**config.mk**
```make
export PLATFORM = sky130hd
export DESIGN_NAME = operand_fetch
export DESIGN_NICKNAME = d
export VERILOG_FILES = /design/src/rtl/operand_fetch.sv
export SDC_FILE = /design/constraint.sdc
export NUM_CORES = 1
export LEC_CHECK = 0
export ABC_CLOCK_PERIOD_IN_PS = 3950
export CAP_MARGIN = 5
export CORE_AREA = 2 2 144 146
export CTS_BUF_LIST = sky130_fd_sc_hd__clkbuf_4 sky130_fd_sc_hd__clkbuf_8 sky130_fd_sc_hd__clkbuf_16
export DETAILED_ROUTE_END_ITERATION = 10
export DIE_AREA = 0 0 146 148
export DONT_BUFFER_PORTS = 1
export SYNTH_ARGS = -nofsm -noshare
export SYNTH_HDL_FRONTEND = slang
export SYNTH_SLANG_ARGS = --single-unit
```
**constraint.sdc**
```tcl
create_clock -name clk -period 3.95 [get_ports clk]
set_input_delay 0.79 -clock clk [delete_from_list [all_inputs] [get_ports clk]]
set_output_delay 0.79 -clock clk [all_outputs]
set_load 0.005 [all_outputs]
```
**src/rtl/operand_fetch.sv**
```systemverilog
// Issue-side operand fetch: drives register file reads, tracks pending writes in a
// busy scoreboard, stalls on RAW/WAW hazards and holds operands in a one-entry output register.
module operand_fetch #(
  parameter int unsigned XLEN = 32
) (
  input  logic             clk,
  input  logic             rst_n,
  // decoded instruction
  input  logic             in_valid,
  output logic             in_ready,
  input  logic [4:0]       in_rs1,
  input  logic [4:0]       in_rs2,
  input  logic             in_use_rs1,
  input  logic             in_use_rs2,
  input  logic [4:0]       in_rd,
  input  logic             in_wr,
  input  logic [XLEN-1:0]  in_pc,
  input  logic [XLEN-1:0]  in_imm,
  // register file read ports
  output logic             rf_re1,
  output logic             rf_re2,
  output logic [4:0]       rf_raddr1,
  output logic [4:0]       rf_raddr2,
  input  logic [XLEN-1:0]  rf_rdata1,
  input  logic [XLEN-1:0]  rf_rdata2,
  // writeback and register file write port
  input  logic             wb_valid,
  input  logic [4:0]       wb_addr,
  input  logic [XLEN-1:0]  wb_data,
  output logic             rf_we,
  output logic [4:0]       rf_waddr,
  output logic [XLEN-1:0]  rf_wdata,
  // control
  input  logic             flush,
  // execute-side output register
  output logic             out_valid,
  input  logic             out_ready,
  output logic [XLEN-1:0]  out_op1,
  output logic [XLEN-1:0]  out_op2,
  output logic [4:0]       out_rd,
  output logic             out_wr,
  output logic [XLEN-1:0]  out_pc,
  output logic [XLEN-1:0]  out_imm
);

  localparam int unsigned NREG = 32;
  localparam int unsigned RW   = 5;

  typedef struct packed {
    logic [XLEN-1:0] op1;
    logic [XLEN-1:0] op2;
    logic [RW-1:0]   rd;
    logic            wr;
    logic [XLEN-1:0] pc;
    logic [XLEN-1:0] imm;
  } out_pl_t;

  logic [NREG-1:0] busy_q, busy_d;
  logic            out_valid_q, out_valid_d;
  out_pl_t         out_pl_q, out_pl_d;

  logic [NREG-1:0] busy_eff;
  logic            hazard;
  logic            accept;

  // Scoreboard view with this cycle's retiring writeback already cleared
  always_comb begin
    busy_eff = busy_q;
    if (wb_valid) begin
      busy_eff[wb_addr] = 1'b0;
    end
  end

  always_comb begin
    hazard = 1'b0;
    if (in_use_rs1 && (in_rs1 != RW'(0)) && busy_eff[in_rs1]) hazard = 1'b1;
    if (in_use_rs2 && (in_rs2 != RW'(0)) && busy_eff[in_rs2]) hazard = 1'b1;
    if (in_wr && (in_rd != RW'(0)) && busy_eff[in_rd])        hazard = 1'b1;
  end

  assign in_ready = rst_n && !hazard && !flush && (!out_valid_q || out_ready);
  assign accept   = in_valid && in_ready;

  // Reads go out every cycle, stalled or not
  assign rf_re1    = in_valid && in_use_rs1;
  assign rf_re2    = in_valid && in_use_rs2;
  assign rf_raddr1 = in_rs1;
  assign rf_raddr2 = in_rs2;

  assign rf_we    = wb_valid;
  assign rf_waddr = wb_addr;
  assign rf_wdata = wb_data;

  // Scoreboard update: writeback clear first so a same-register accept set wins
  always_comb begin
    busy_d = busy_eff;
    if (accept && in_wr && (in_rd != RW'(0))) begin
      busy_d[in_rd] = 1'b1;
    end
    if (flush) begin
      busy_d = '0;
    end
    busy_d[0] = 1'b0;
  end

  always_comb begin
    out_valid_d = out_valid_q;
    out_pl_d    = out_pl_q;
    if (flush) begin
      out_valid_d = 1'b0;
    end else if (accept) begin
      out_valid_d  = 1'b1;
      out_pl_d.op1 = in_use_rs1 ? rf_rdata1 : XLEN'(0);
      out_pl_d.op2 = in_use_rs2 ? rf_rdata2 : XLEN'(0);
      out_pl_d.rd  = in_rd;
      out_pl_d.wr  = in_wr;
      out_pl_d.pc  = in_pc;
      out_pl_d.imm = in_imm;
    end else if (out_ready) begin
      out_valid_d = 1'b0;
    end
  end

  always_ff @(posedge clk or negedge rst_n) begin
    if (!rst_n) begin
      busy_q      <= '0;
      out_valid_q <= 1'b0;
      out_pl_q    <= '0;
    end else begin
      busy_q      <= busy_d;
      out_valid_q <= out_valid_d;
      out_pl_q    <= out_pl_d;
    end
  end

  assign out_valid = out_valid_q;
  assign out_op1   = out_pl_q.op1;
  assign out_op2   = out_pl_q.op2;
  assign out_rd    = out_pl_q.rd;
  assign out_wr    = out_pl_q.wr;
  assign out_pc    = out_pl_q.pc;
  assign out_imm   = out_pl_q.imm;

endmodule

```
; Word level (Yosys, flattened, before mapping)
; Cells that the tools add are included.
[op_classes]
n_addsub = 0
mul = 0
div = 0
order_cmp = 6
n_eq_ne = 0
n_shift = 0
n_mux = 21
n_bitwise = 4
reduce_logical = 25
[ops]
columns = op, n
row1 = two-way mux 32 bit, 5
row2 = AND 32 bit, 1
row3 = NOT 32 bit, 1
row4 = OR 32 bit, 1
row5 = "less-than comparator 5 x 6 -> 1 bit, second input constant", 4
row6 = logical AND 1 bit, 16
row7 = binary-select mux 1 bit (select 5 bit), 3
row8 = nonzero test 5 bit, 3
row9 = two-way mux 1 bit, 11
row10 = demux 1 bit (select 5 bit), 2
row11 = ">= comparator 5 x 1 -> 1 bit, second input constant", 2
row12 = logical NOT 1 bit, 3
row13 = nonzero test 3 bit, 1
row14 = AND reduction 2 bit, 1
row15 = logical OR 1 bit, 1
row16 = NOT 1 bit, 1
[word_totals]
reg_bits = 166
latchBits = 0
ramBits = 0
mem_bits_ro = 0
in_bits = 189
out_inout_bits = 186
word_cells = 64
memories = 0

; Logic depth before layout (Yosys ltp)
; Gate-level depths: netlist of run 1.
[depth]
depth_word = 22
depth_mapped = 12
depth_no_buf = 8

; Worst setup path after synthesis of run 1
; No wires, ideal clock.
[synth_timing]
path_kind = input-to-output
from = input in_rs1[1]
to = output in_ready
arrival_ps = 2513
required_ps = 3160
setup_slack_ps = 647
stages = 8
n_path_buf = 1
cell_sequence = buf_2 > mux2i_1 > nor4_1 > mux2_2 > o32a_1 > or4_1 > a31oi_1 > and2_1
[synth_between]
elab_chain_len = 10
word_cells_on_any_way = 12
classes_between = mux: 5 / reduce/logical: 7
[synth_lines]
columns = element, line
row1 = "start, declared", 11  ; input logic [4:0] in_rs1,
row2 = binary-select mux 1 bit (select 5 bit) or nonzero test 5 bit (tied branches), 76  ; if (in_use_rs1 && (in_rs1 != RW'(0)) && busy_eff[in_rs1]) hazard = 1'b1;
row3 = two-way mux 1 bit (not written as such) or logical AND 1 bit (tied branches), 76
row4 = logical AND 1 bit (*), 76
row5 = two-way mux 1 bit (*), 76
row6 = two-way mux 1 bit (*), 77  ; if (in_use_rs2 && (in_rs2 != RW'(0)) && busy_eff[in_rs2]) hazard = 1'b1;
row7 = two-way mux 1 bit (*), 78  ; if (in_wr && (in_rd != RW'(0)) && busy_eff[in_rd]) hazard = 1'b1;
row8 = logical NOT 1 bit (*), 81  ; assign in_ready = rst_n && !hazard && !flush && (!out_valid_q || out_ready);
row9 = logical AND 1 bit (*) (3 in series), 81
row10 = "end, declared", 10  ; output logic in_ready,
; Mark *: on every way between the ends. The rest lies on a longest branch, timed or not. The select of a mux whose other input is x is not followed.

; Worst setup path in the final report of run 1
[layout_timing]
from = input wb_addr[4]
to = output in_ready
[layout_between]
elab_chain_len = 17
word_cells_on_any_way = 24
classes_between = order compare: 2 / mux: 12 / bitwise: 2 / reduce/logical: 8
[layout_lines]
columns = element, line
row1 = "start, declared", 28  ; input logic [4:0] wb_addr,
row2 = less-than comparator 5 x 6 -> 1 bit (not written as such) or >= comparator 5 x 1 -> 1 bit (tied branches), 70  ; busy_eff[wb_addr] = 1'b0;
row3 = logical AND 1 bit (not written as such), 70
row4 = two-way mux 1 bit (not written as such), 70
row5 = demux 1 bit (select 5 bit) (*), 70
row6 = NOT 32 bit (no line) (*), n/a
row7 = AND 32 bit (no line) (*), n/a
row8 = two-way mux 32 bit (*), 69  ; if (wb_valid) begin
row9 = binary-select mux 1 bit (select 5 bit), 76
row10 = two-way mux 1 bit (not written as such), 76
row11 = logical AND 1 bit, 76
row12 = two-way mux 1 bit, 76
row13 = two-way mux 1 bit, 77
row14 = two-way mux 1 bit (*), 78
row15 = logical NOT 1 bit (*), 81
row16 = logical AND 1 bit (*) (3 in series), 81
; Marks and branches as above.

==> impl_metrics.csv, run 1 <==
group,metric,value,unit
clock_tree,holdBufCountCts,0,
sta,clock_skew,0.0130,ns
worst_setup_path,worstPathBufferInverterCount,0,
clock_tree,postCtsSetupRepairBufs,0,
yosys,yosys_warnings,0,
finish,instances_no_fill,1012,
yosys,yosys_most_used_dff,"sky130_fd_sc_hd__dfrtp_1",
route,postRouteAntennaNets,0,
grt,grt_overflow_total,0,
worst_setup_path,worst_r2r_path_depth,10,
clock_tree,clock_insertion_delay_worst_skew,0.42,ns
sta,final-setup-viol-count,0,
power_and_ir_drop,power.ir.vdd_worst,0.254,mV
sta,unrepaired_setup_endpoints_after_global_routing,"false",
worst_setup_path,total_stage_count_of_the_critical_path,7,
sta,finalMaxSlewViolations,0,
sta,final.setup.tns,0,ns
yosys,mappedNetlistArea,8780,um^2
grt,grt_start_max_net_pins,168,
power_and_ir_drop,leakage,4.48,nW
route,routedLengthMet1,9.25,mm
grt,antenna_found_initial,0,
yosys,synth-seq-area-share,0.473,
route,pre_antenna_drt_iters,5,
finish,fill_cells,1865,
floorplan,start_util,0.438,
floorplan,fp-row-count,52,
yosys,synth_area_per_cell,11.0,um^2
floorplan,core_region_area,20000,um^2
power_and_ir_drop,power_switching_share,0.284,
finish,syn2layout_area_growth,5.46,%
power_and_ir_drop,combinationalPowerShare,0.129,
route,vias,6107,
route,detail_route.iter0.violations,448,
placement,final_estimated_routing_congestion_in_global_placement,0.908,
worst_setup_path,worst_ep_required_time,3.16,ns
worst_setup_path,crit_path_end_kind,"output port",
worst_setup_path,crit_fanout,9,
power_and_ir_drop,fraction_of_power_consumed_by_the_clock_network,0.355,
grt,grt_pass1_vias,6345,
power_and_ir_drop,power.density_cell_area,518,nW/um^2
sta,worst_pin_slew,0.582,ns
power_and_ir_drop,totalPowerFinal,4.80,mW
clock_tree,cts_tree,"yes",
route,drc_errors,0,
outcome,status,"complete, no violations",
clock_tree,cts.sink_count,166,
placement,dp.cells,982,
power_and_ir_drop,internal_power,3.44,mW
worst_setup_path,path_cells,"or4b_1 > o21ai_0 > o2111ai_1 > a41oi_1 > nor4_1 > a31oi_1 > and2_1",
route,detailroute.wirelength.met2,11.8,mm
route,routedWlPerCell,23.7,um
yosys,synth-seq-cells,166,
worst_setup_path,critPathMaxStageDelay,0.60,ns
floorplan,floorplan.die_area,21600,um^2
clock_tree,numCtsBuffers,17,
route,route.final.wire_length,23.9,mm
yosys,syn-instance-count,797,
finish,final_layout_size_suffix_gt1_frac,0.178,
yosys,number_of_synthesized_flops_with_an_enable_pin,0,
sta,fin_crit_sh,0.934,
sta,achievable-frequency,0.271,GHz
finish,finalNetCount,920,
clock_tree,cts-resized-gates,0,
worst_setup_path,critical_path_class,"in2out",
yosys,postSynth.asyncResetShare,1.00,
finish,antenna_cells_inserted,0,
floorplan,die_h,148,um
yosys,synthDistinctLibCells,59,
sta,hold_violations,0,
route,avgViaCountPerCell,6.03,
placement,port-buffer-count,0,
floorplan,die-width,146,um
floorplan,design.portCount,375,
clock_tree,clock_buffer_depth,2,
finish,postLayoutCoreUtil,0.462,
grt,grt_usage,0.219,
worst_setup_path,critPathSlowestCell,"sky130_fd_sc_hd__or4b_1",
min_path,min_path_type,"in2async",
grt,grt_first_pass_wirelength,36.8,mm
sta,maxSlewHeadroom,0.608,
run,drv.max_cap_violation_count,0,
clock_tree,cts.reportedPaths.clkPinSlew,0.07,ns
worst_setup_path,cp_startpoint_kind,"input port",
power_and_ir_drop,switchingPower,1.37,mW
sta,final_period_minus_worst_setup_slack,3.69,ns
worst_setup_path,worst_path_dominant_cell_family,"compound AO/OA/AOI/OAI gates",
power_and_ir_drop,share_seq_of_total_power,0.516,
yosys,synthesis.nets,986,
route,highest_layer,"met4",
route,routed-wl-met3,2.34,mm
clock_tree,root_buffer,"sky130_fd_sc_hd__clkbuf_16",
worst_setup_path,cp.arrival,2.90,ns
clock_tree,cts.htree.levels,4,
placement,dp_hpwl,17.3,mm
[registers in the layout (all words and copies together), names as in the netlist]
signal / count
out_valid: 1
out_op2: 32
out_imm: 32
out_pc: 32
out_op1: 32
busy_q: 31
out_wr: 1
out_rd: 5
[Yosys cell counts (3+ instances only)]
cell,count,area share
sky130_fd_sc_hd__or4_1,3,0.0026
sky130_fd_sc_hd__nand4b_1,4,0.0040
sky130_fd_sc_hd__dfrtp_1,166,0.47
sky130_fd_sc_hd__mux2_4,39,0.067
sky130_fd_sc_hd__nor3_1,7,0.0040
sky130_fd_sc_hd__buf_6,6,0.0077
sky130_fd_sc_hd__nand3_1,5,0.0028
sky130_fd_sc_hd__nor2b_1,16,0.011
sky130_fd_sc_hd__xor2_1,5,0.0050
sky130_fd_sc_hd__buf_4,50,0.043
sky130_fd_sc_hd__nand2b_1,5,0.0036
sky130_fd_sc_hd__buf_1,5,0.0021
sky130_fd_sc_hd__inv_1,73,0.031
sky130_fd_sc_hd__nand4bb_1,3,0.0038
sky130_fd_sc_hd__o311ai_0,5,0.0050
sky130_fd_sc_hd__o31ai_1,11,0.0094
sky130_fd_sc_hd__clkbuf_1,29,0.012
sky130_fd_sc_hd__mux2_2,36,0.046
sky130_fd_sc_hd__mux4_2,4,0.010
sky130_fd_sc_hd__and2_1,3,0.0021
sky130_fd_sc_hd__nand2_1,80,0.034
sky130_fd_sc_hd__a31oi_1,3,0.0021
sky130_fd_sc_hd__a311oi_1,5,0.0050
sky130_fd_sc_hd__nor2_1,5,0.0021
sky130_fd_sc_hd__buf_2,12,0.0068
sky130_fd_sc_hd__o2111ai_1,10,0.010
sky130_fd_sc_hd__nand3b_1,4,0.0034
sky130_fd_sc_hd__o211ai_1,8,0.0068
sky130_fd_sc_hd__mux2_1,5,0.0064
sky130_fd_sc_hd__mux2i_1,82,0.093
sky130_fd_sc_hd__nand4_1,5,0.0036
sky130_fd_sc_hd__nor4_1,15,0.011
sky130_fd_sc_hd__o21ai_0,37,0.021
sky130_fd_sc_hd__o32ai_1,20,0.020
[power by group through the flow]
stage                     Sequential, mW  Combinational [mW]  Clock, mW
after global placement              2.51               0.588          0
after global routing                2.52               0.692       1.83
after CTS                           2.49               0.625       1.74
final                               2.48               0.620       1.70
after floorplan                     2.36               0.609          0
after detailed placement            2.50               0.630          0
[through the flow]
| stage | instance area [um^2] | setup WS, ns | hold WS [ns] |
|---|---|---|---|
| after floorplan | 8780 | 0.647 | 0.489 |
| final | 9260 | 0.259 | 0.0585 |
| after CTS | 9260 | 0.282 | 0.0363 |
| after global placement | 8670 | 0.272 | 0.498 |
| after detailed placement | 8670 | 0.252 | 0.497 |
| after global routing | 9260 | 0.0414 | 0.0226 |
[final cells by class]
cell class | count | area (um^2) | share of cell area
sequential | 166 | 4150 | 0.448
multi-input combinational | 455 | 3730 | 0.403
clock buffer | 18 | 433 | 0.0467
tap | 270 | 338 | 0.0365
inverter | 74 | 278 | 0.0300
timing repair buffer | 17 | 165 | 0.0178
clock inverter | 12 | 161 | 0.0174
[worst paths after layout]
check	from	endpoint	slack, ns
hold / removal	rst_n	out_imm[0]	0.06
min in group clk	flush	out_valid	0.48
max in group asynchronous	rst_n	out_rd[4]	3.65
setup / recovery	wb_addr[4]	in_ready	0.26
hold reg to reg	out_rd[0]	out_rd[0]	0.54
setup reg to reg	busy_q[19]	out_pc[30]	0.78
[layer usage]
layer,GRT usage,vias up
met3,0.0769,50
met2,0.360,385
met1,0.267,3052
met4,0.0820,0
li1,-,2620
met5,0,-
[placed cells by master, fill, tap and decap left out, types with 7 or more instances in the layout]
cell type	count
sky130_fd_sc_hd__dfrtp_1	166
sky130_fd_sc_hd__mux2i_1	82
sky130_fd_sc_hd__nand2_1	80
sky130_fd_sc_hd__inv_1	73
sky130_fd_sc_hd__mux2_4	39
sky130_fd_sc_hd__o21ai_0	37
sky130_fd_sc_hd__mux2_2	36
sky130_fd_sc_hd__o32ai_1	20
sky130_fd_sc_hd__clkbuf_16	17
sky130_fd_sc_hd__nor2b_1	16
sky130_fd_sc_hd__nor4_1	15
sky130_fd_sc_hd__buf_4	14
sky130_fd_sc_hd__o31ai_1	11
sky130_fd_sc_hd__o2111ai_1	10
sky130_fd_sc_hd__o211ai_1	8
sky130_fd_sc_hd__nor3_1	7
[logic make-up (layout without fill, tap and decap cells)]
| family | after synthesis | after routing | synth area share |
|---|---|---|---|
| AO/OA/AOI/OAI | 116 | 116 | 0.0956 |
| XOR/XNOR | 5 | 5 | 0.00498 |
| buffers and inverters | 176 | 121 | 0.103 |
| flip-flops | 166 | 166 | 0.473 |
| multiplexers | 166 | 166 | 0.223 |
| AND/OR/NAND/NOR | 168 | 168 | 0.100 |
No activity file was read; power rests on OpenSTA's default activity.
==> run 2: changes to the inputs <==
- ABC_CLOCK_PERIOD_IN_PS: 3950 -> 3000
- CORE_AREA: 2 2 144 146 -> 2 2 146 148
- DIE_AREA: 0 0 146 148 -> 0 0 148 150
- clock period: 3.95 -> 3 ns (I/O delays scaled with it)
==> run 2 against run 1 <==
Compared with the run above:
- total power increased by 31%
- combinational power up 37%
- critical path type unchanged
- highest routed layer unchanged
- clock-buffer cell count increased by 1
- sequential cell count unchanged
- cell count increased by 5.1%
- largest power group unchanged
- non-clock buffer count up 45
- the flow now finishes with violations (hold timing, setup timing)
- sequential power is 31% higher
==> impl_metrics.csv, run 2 (synthesized netlist as in run 1, its figures left out) <==
group,metric,value,unit
route,route.final.wire_length,24.1,mm
power_and_ir_drop,leakage,4.69,nW
worst_setup_path,critical_path_class,"in2out",
finish,syn2layout_area_growth,9.93,%
placement,placedInstanceArea,9010,um^2
sta,worst_pin_slew,0.571,ns
worst_setup_path,worst_ep_required_time,2.40,ns
power_and_ir_drop,power.density_cell_area,652,nW/um^2
clock_tree,clock_insertion_delay_worst_skew,0.43,ns
grt,grt_first_pass_wirelength,36.4,mm
min_path,min_path_type,"in2async",
sta,setup_slack,-0.224,ns
finish,final_common_cell,"sky130_fd_sc_hd__dfrtp_1",
run,drv.max_cap_violation_count,0,
floorplan,floorplan.die_area,22200,um^2
finish,antenna_cells_inserted,0,
sta,unrepaired_setup_endpoints_after_global_routing,"true",
grt,globalRouteMet1Util,0.252,
finish,finished_layout_cell_area,9660,um^2
sta,finalMaxSlewViolations,0,
grt,met3_track_utilization_from_global_routing,0.0756,
worst_setup_path,worst_r2r_path_depth,10,
worst_setup_path,cp.arrival,2.62,ns
sta,final.setup.tns,-0.224,ns
route,avgViaCountPerCell,5.80,
clock_tree,clock_buffer_depth,2,
finish,final_layout_size_suffix_gt1_frac,0.232,
placement,final_estimated_routing_congestion_in_global_placement,0.944,
floorplan,start_util,0.425,
outcome,failing_checks,"hold timing, setup timing",
worst_setup_path,critical-path-top-cell-by-count,"sky130_fd_sc_hd__buf_4",
sta,achievable-frequency,0.310,GHz
worst_setup_path,rr_startpoint,"busy_q[24]",
sta,whs,-0.140,ns
route,vias,6173,
worst_setup_path,worstReg2RegEnd,"out_imm[30]",
grt,grt_usage,0.210,
sta,clock_skew,0.0167,ns
worst_setup_path,cp_startpoint_kind,"input port",
clock_tree,cts.htree.levels,4,
grt,global_route.usage.met2,0.350,
route,drc_errors,0,
worst_setup_path,critPathSlowestCell,"sky130_fd_sc_hd__nor4b_1",
route,pre_antenna_drt_iters,5,
floorplan,fp-row-count,53,
floorplan,die-width,148,um
placement,port-buffer-count,0,
grt,grt_start_max_net_pins,168,
finish,instances_no_fill,1064,
placement,dp_hpwl,17.4,mm
floorplan,die_h,150,um
sta,final_period_minus_worst_setup_slack,3.22,ns
finish,postLayoutCoreUtil,0.467,
outcome,status,"complete, but fails checks",
placement,place_ws,-0.370,ns
worst_setup_path,crit_fanout,15,
route,postRouteAntennaNets,0,
floorplan,design.portCount,375,
power_and_ir_drop,power.ir.vdd_worst,0.452,mV
worst_setup_path,crit_path_end_kind,"output port",
sta,maxSlewHeadroom,0.616,
floorplan,core_region_area,20700,um^2
placement,dp.cells,1030,
finish,finalNetCount,965,
worst_setup_path,critPathMaxStageDelay,0.38,ns
worst_setup_path,path_cells,"or2_1 > buf_4 > o21ai_0 > mux2i_1 > nor4b_1 > nor4_1 > a211oi_2 > buf_4 > and2_4",
grt,grt_overflow_total,0,
grt,grt_pass1_vias,6574,
clock_tree,cts.sink_count,166,
grt,antenna_found_initial,0,
sta,fin_crit_sh,1.07,
worst_setup_path,r2r_slack,0.12,ns
clock_tree,cts_tree,"yes",
route,routedWlPerCell,22.7,um
grt,grt-busiest-layer,"met2",
clock_tree,numCtsBuffers,17,
clock_tree,root_buffer,"sky130_fd_sc_hd__clkbuf_16",
clock_tree,cts.reportedPaths.clkPinSlew,0.08,ns
route,detail_route.iter0.violations,406,
sta,final-setup-viol-count,1,
sta,hold_violations,166,
finish,mostFrequentLayoutCells,"sky130_fd_sc_hd__dfrtp_1, sky130_fd_sc_hd__mux2i_1, sky130_fd_sc_hd__nand2_1",
run 2: changes by cell type in the layout (fill, tap and decap cells not counted), moves of 3 or more:
cell,previous run,this run
sky130_fd_sc_hd__inv_6,5,0
sky130_fd_sc_hd__buf_4,14,58
sky130_fd_sc_hd__o21ai_0,37,33
sky130_fd_sc_hd__clkinv_8,1,4
sky130_fd_sc_hd__clkinv_4,0,4
sky130_fd_sc_hd__o21ai_1,2,6
run 2: per-layer routing:
| layer | wire (um) | part of all wire | up-vias |
|---|---|---|---|
| li1 | - | - | 2715 |
| met1 | 9150 | 0.38 | 3108 |
| met2 | 12200 | 0.51 | 310 |
| met3 | 2160 | 0.089 | 40 |
| met4 | 604 | 0.025 | 0 |
| met5 | 0 | 0 | - |
run 2: cell type report:
| type | count | area (um^2) |
|---|---|---|
| Timing Repair Buffer | 62 | 515 |
| Tap cell | 275 | 344 |
| Clock buffer | 19 | 447 |
| Inverter | 74 | 278 |
| Clock inverter | 13 | 156 |
| Fill cell | 1929 | 11000 |
| Multi-Input combinational cell | 455 | 3760 |
| Sequential cell | 166 | 4150 |
run 2: worst max-delay path by stage:
stage | from | endpoint | slack [ns]
after floorplan | in_rd[0] | out_imm[12] | -0.006
after global placement | wb_addr[3] | in_ready | -0.34
after detailed placement | wb_addr[3] | out_pc[30] | -0.37
after CTS | busy_q[19] | in_ready | -0.22
after global routing | busy_q[19] | in_ready | -0.28
final | wb_addr[1] | in_ready | -0.22
run 2: timing repair:
action	in CTS	in global routing
setup buffers	2	1
setup endpoints to repair	1	116
gates cloned	0	0
resized for setup	5	5
pin swaps	2	1
hold endpoints to repair	166	166
run 2: power by group:
group | switching (mW) | total [mW] | internal, mW
clock | 1.04 | 2.19 | 1.15
combinational | 0.336 | 0.849 | 0.513
sequential | 0.488 | 3.25 | 2.77
run 2: worst max-delay path: cells and delay by family:
kind	cells	cell delay (ns)
buffers and inverters	2	0.36
AND/OR/NAND/NOR	4	0.99
AO/OA/AOI/OAI	2	0.56
multiplexers	1	0.13
run 2: through the flow:
step | hold slack, ns | power (mW)
global route | -0.170 | 6.59
floorplan | 0.304 | 3.91
detailed placement | 0.307 | 4.15
CTS | -0.159 | 6.37
finish | -0.140 | 6.29
global placement | 0.308 | 4.09
==> run 3: changes to the inputs <==
- MAX_ROUTING_LAYER: default -> met4
==> run 3 against run 2 <==
Compared with the run above:
- the flow still finishes with violations (hold timing, setup timing)
- largest power group unchanged
- sequential power hardly changed
- combinational power is 3.9% higher
- worst hold slack better by 0.013 ns
- highest routed layer unchanged
- register-to-register slack worse by 0.06 ns
- routed wire length is 2.7% higher
- sequential cell count stayed put
- clock skew is 0.0054 ns lower
- total power is 1.2% higher
- via count is 1.2% higher
- first-iteration DRC count is 7.9% higher
- core utilization is 1.2 points higher
- clock-buffer cell count is 1 lower
==> impl_metrics.csv, run 3 (synthesized netlist as in run 1, its figures left out) <==
group,metric,value,unit
outcome,status,"complete, but fails checks",
outcome,failing_checks,"hold timing, setup timing",
sta,finalMaxSlewViolations,0,
sta,final_period_minus_worst_setup_slack,3.14,ns
route,avgViaCountPerCell,5.80,
finish,syn2layout_area_growth,12.7,%
finish,final_layout_size_suffix_gt1_frac,0.252,
clock_tree,cts_tree,"yes",
floorplan,design.portCount,375,
floorplan,start_util,0.425,
worst_setup_path,cp.arrival,2.54,ns
worst_setup_path,cp_startpoint_kind,"input port",
route,drc_errors,0,
min_path,min_path_type,"in2async",
route,routedWlPerCell,23.0,um
finish,mostFrequentLayoutCells,"sky130_fd_sc_hd__dfrtp_1, sky130_fd_sc_hd__mux2i_1, sky130_fd_sc_hd__nand2_1",
grt,grt_first_pass_wirelength,36.9,mm
worst_setup_path,crit_path_end_kind,"output port",
finish,postLayoutCoreUtil,0.478,
finish,multi_input_comb_area,3810,um^2
worst_setup_path,crit_fanout,9,
clock_tree,clock_insertion_delay_worst_skew,0.42,ns
clock_tree,cts.reportedPaths.clkPinSlew,0.07,ns
sta,maxSlewHeadroom,0.635,
sta,setup_slack,-0.141,ns
sta,whs,-0.127,ns
worst_setup_path,worst_r2r_path_depth,11,
floorplan,die-width,148,um
sta,worst_pin_slew,0.546,ns
sta,clock_skew,0.0113,ns
worst_setup_path,path_cells,"or4b_4 > o21ai_1 > buf_4 > mux2i_1 > nor4_2 > nor4_1 > a211oi_2 > buf_4 > and2_4",
worst_setup_path,worst_setup_path_startpoint,"wb_addr[4]",
worst_setup_path,critPathSlowestCell,"sky130_fd_sc_hd__or4b_4",
floorplan,core_region_area,20700,um^2
sta,fin_crit_sh,1.05,
sta,final-setup-viol-count,1,
grt,grt_pass1_vias,6542,
placement,dp_hpwl,17.5,mm
clock_tree,cts.sink_count,166,
power_and_ir_drop,leakage,4.80,nW
placement,final_estimated_routing_congestion_in_global_placement,0.947,
clock_tree,cts.htree.levels,4,
power_and_ir_drop,power.ir.vdd_worst,0.313,mV
worst_setup_path,critPathMaxStageDelay,0.56,ns
power_and_ir_drop,power.density_cell_area,644,nW/um^2
route,vias,6245,
worst_setup_path,rr_startpoint,"busy_q[18]",
worst_setup_path,critical_path_class,"in2out",
sta,achievable-frequency,0.318,GHz
route,route.final.wire_length,24.8,mm
grt,grt_usage,0.220,
route,pre_antenna_drt_iters,5,
floorplan,die_h,150,um
clock_tree,root_buffer,"sky130_fd_sc_hd__clkbuf_16",
sta,unrepaired_setup_endpoints_after_global_routing,"true",
floorplan,floorplan.die_area,22200,um^2
worst_setup_path,worst_ep_required_time,2.40,ns
finish,final_common_cell,"sky130_fd_sc_hd__dfrtp_1",
grt,antenna_found_initial,0,
clock_tree,numCtsBuffers,17,
placement,port-buffer-count,0,
worst_setup_path,r2r_slack,0.06,ns
route,detail_route.iter0.violations,438,
finish,regArea,4150,um^2
floorplan,fp-row-count,53,
grt,grt_overflow_total,0,
route,postRouteAntennaNets,0,
finish,antenna_cells_inserted,0,
sta,hold_violations,166,
finish,finalNetCount,978,
grt,grt_start_max_net_pins,168,
worst_setup_path,critical-path-top-cell-by-count,"sky130_fd_sc_hd__buf_4",
clock_tree,clock_buffer_depth,2,
run,drv.max_cap_violation_count,0,
finish,fill_cells,1905,
run 3: cell types whose count changed in the layout (fill, tap and decap cells not counted), moves of 3 or more:
| cell | previous run | this run |
|---|---|---|
| sky130_fd_sc_hd__inv_8 | 5 | 2 |
| sky130_fd_sc_hd__nor4_2 | 0 | 3 |
| sky130_fd_sc_hd__nor4_1 | 15 | 12 |
| sky130_fd_sc_hd__clkinvlp_4 | 0 | 3 |
| sky130_fd_sc_hd__buf_4 | 58 | 64 |
| sky130_fd_sc_hd__clkbuf_16 | 17 | 21 |
| sky130_fd_sc_hd__clkinv_8 | 4 | 1 |
| sky130_fd_sc_hd__inv_6 | 0 | 3 |
run 3: cell type report:
class                   instances  share of cell area
clock buffers                  18              0.0437
clock inverters                13              0.0167
inverters                      74              0.0281
multi-input cells             455               0.385
flip-flops and latches        166               0.420
well taps                     275              0.0348
repair buffers                 75              0.0726
run 3: path summary, 6_finish.rpt:
path / end
max in group asynchronous: busy_q[17]
max reg2reg: out_imm[15]
min in group clk: busy_q[22]
max: in_ready
min: out_pc[15]
min reg2reg: out_rd[1]
run 3: critical path: cells and delay by family:
kind,cells,cell delay [ns]
AOI/OAI and AO/OA,2,0.46
buffers and inverters,2,0.30
muxes,1,0.08
and+or+nand+nor,4,1.09
run 3: layer usage:
layer / vias up / wire length, um / track usage
met5: - / 0 / -
met4: 0 / 665 / 0.0857
met3: 42 / 1880 / 0.0604
met2: 310 / 12700 / 0.356
met1: 3146 / 9560 / 0.264
li1: 2747 / - / -
run 3: what timing repair did:
item | 4_1_cts | 5_1_grt
resized for setup | 8 | 15
setup buffers | 5 | 2
endpoints found under the setup margin | 1 | 118
pin swaps | 4 | 0
cloned | 0 | 4
hold endpoints to repair | 166 | 166
run 3: through the flow:
step | total power, mW | std cells | worst slack, ns | instance area, um^2 | setup TNS [ns]
2_1_floorplan | 3.91 | 797 | -0.00609 | 8800 | -0.0647
3_3_place_gp | 4.09 | 1035 | -0.328 | 9050 | -40.60
3_5_place_dp | 4.16 | 1035 | -0.296 | 9050 | -38.75
4_1_cts | 6.41 | 1071 | -0.143 | 9700 | -0.143
5_1_grt | 6.68 | 1076 | -0.225 | 9900 | -0.257
6_report | 6.37 | 1076 | -0.141 | 9900 | -0.141
run 3: where the power goes:
part / total (mW) / switching [mW] / internal [mW]
Clock: 2.23 / 0.969 / 1.26
Combinational: 0.882 / 0.345 / 0.537
Sequential: 3.26 / 0.492 / 2.77
Total: 6.37 / 1.81 / 4.57
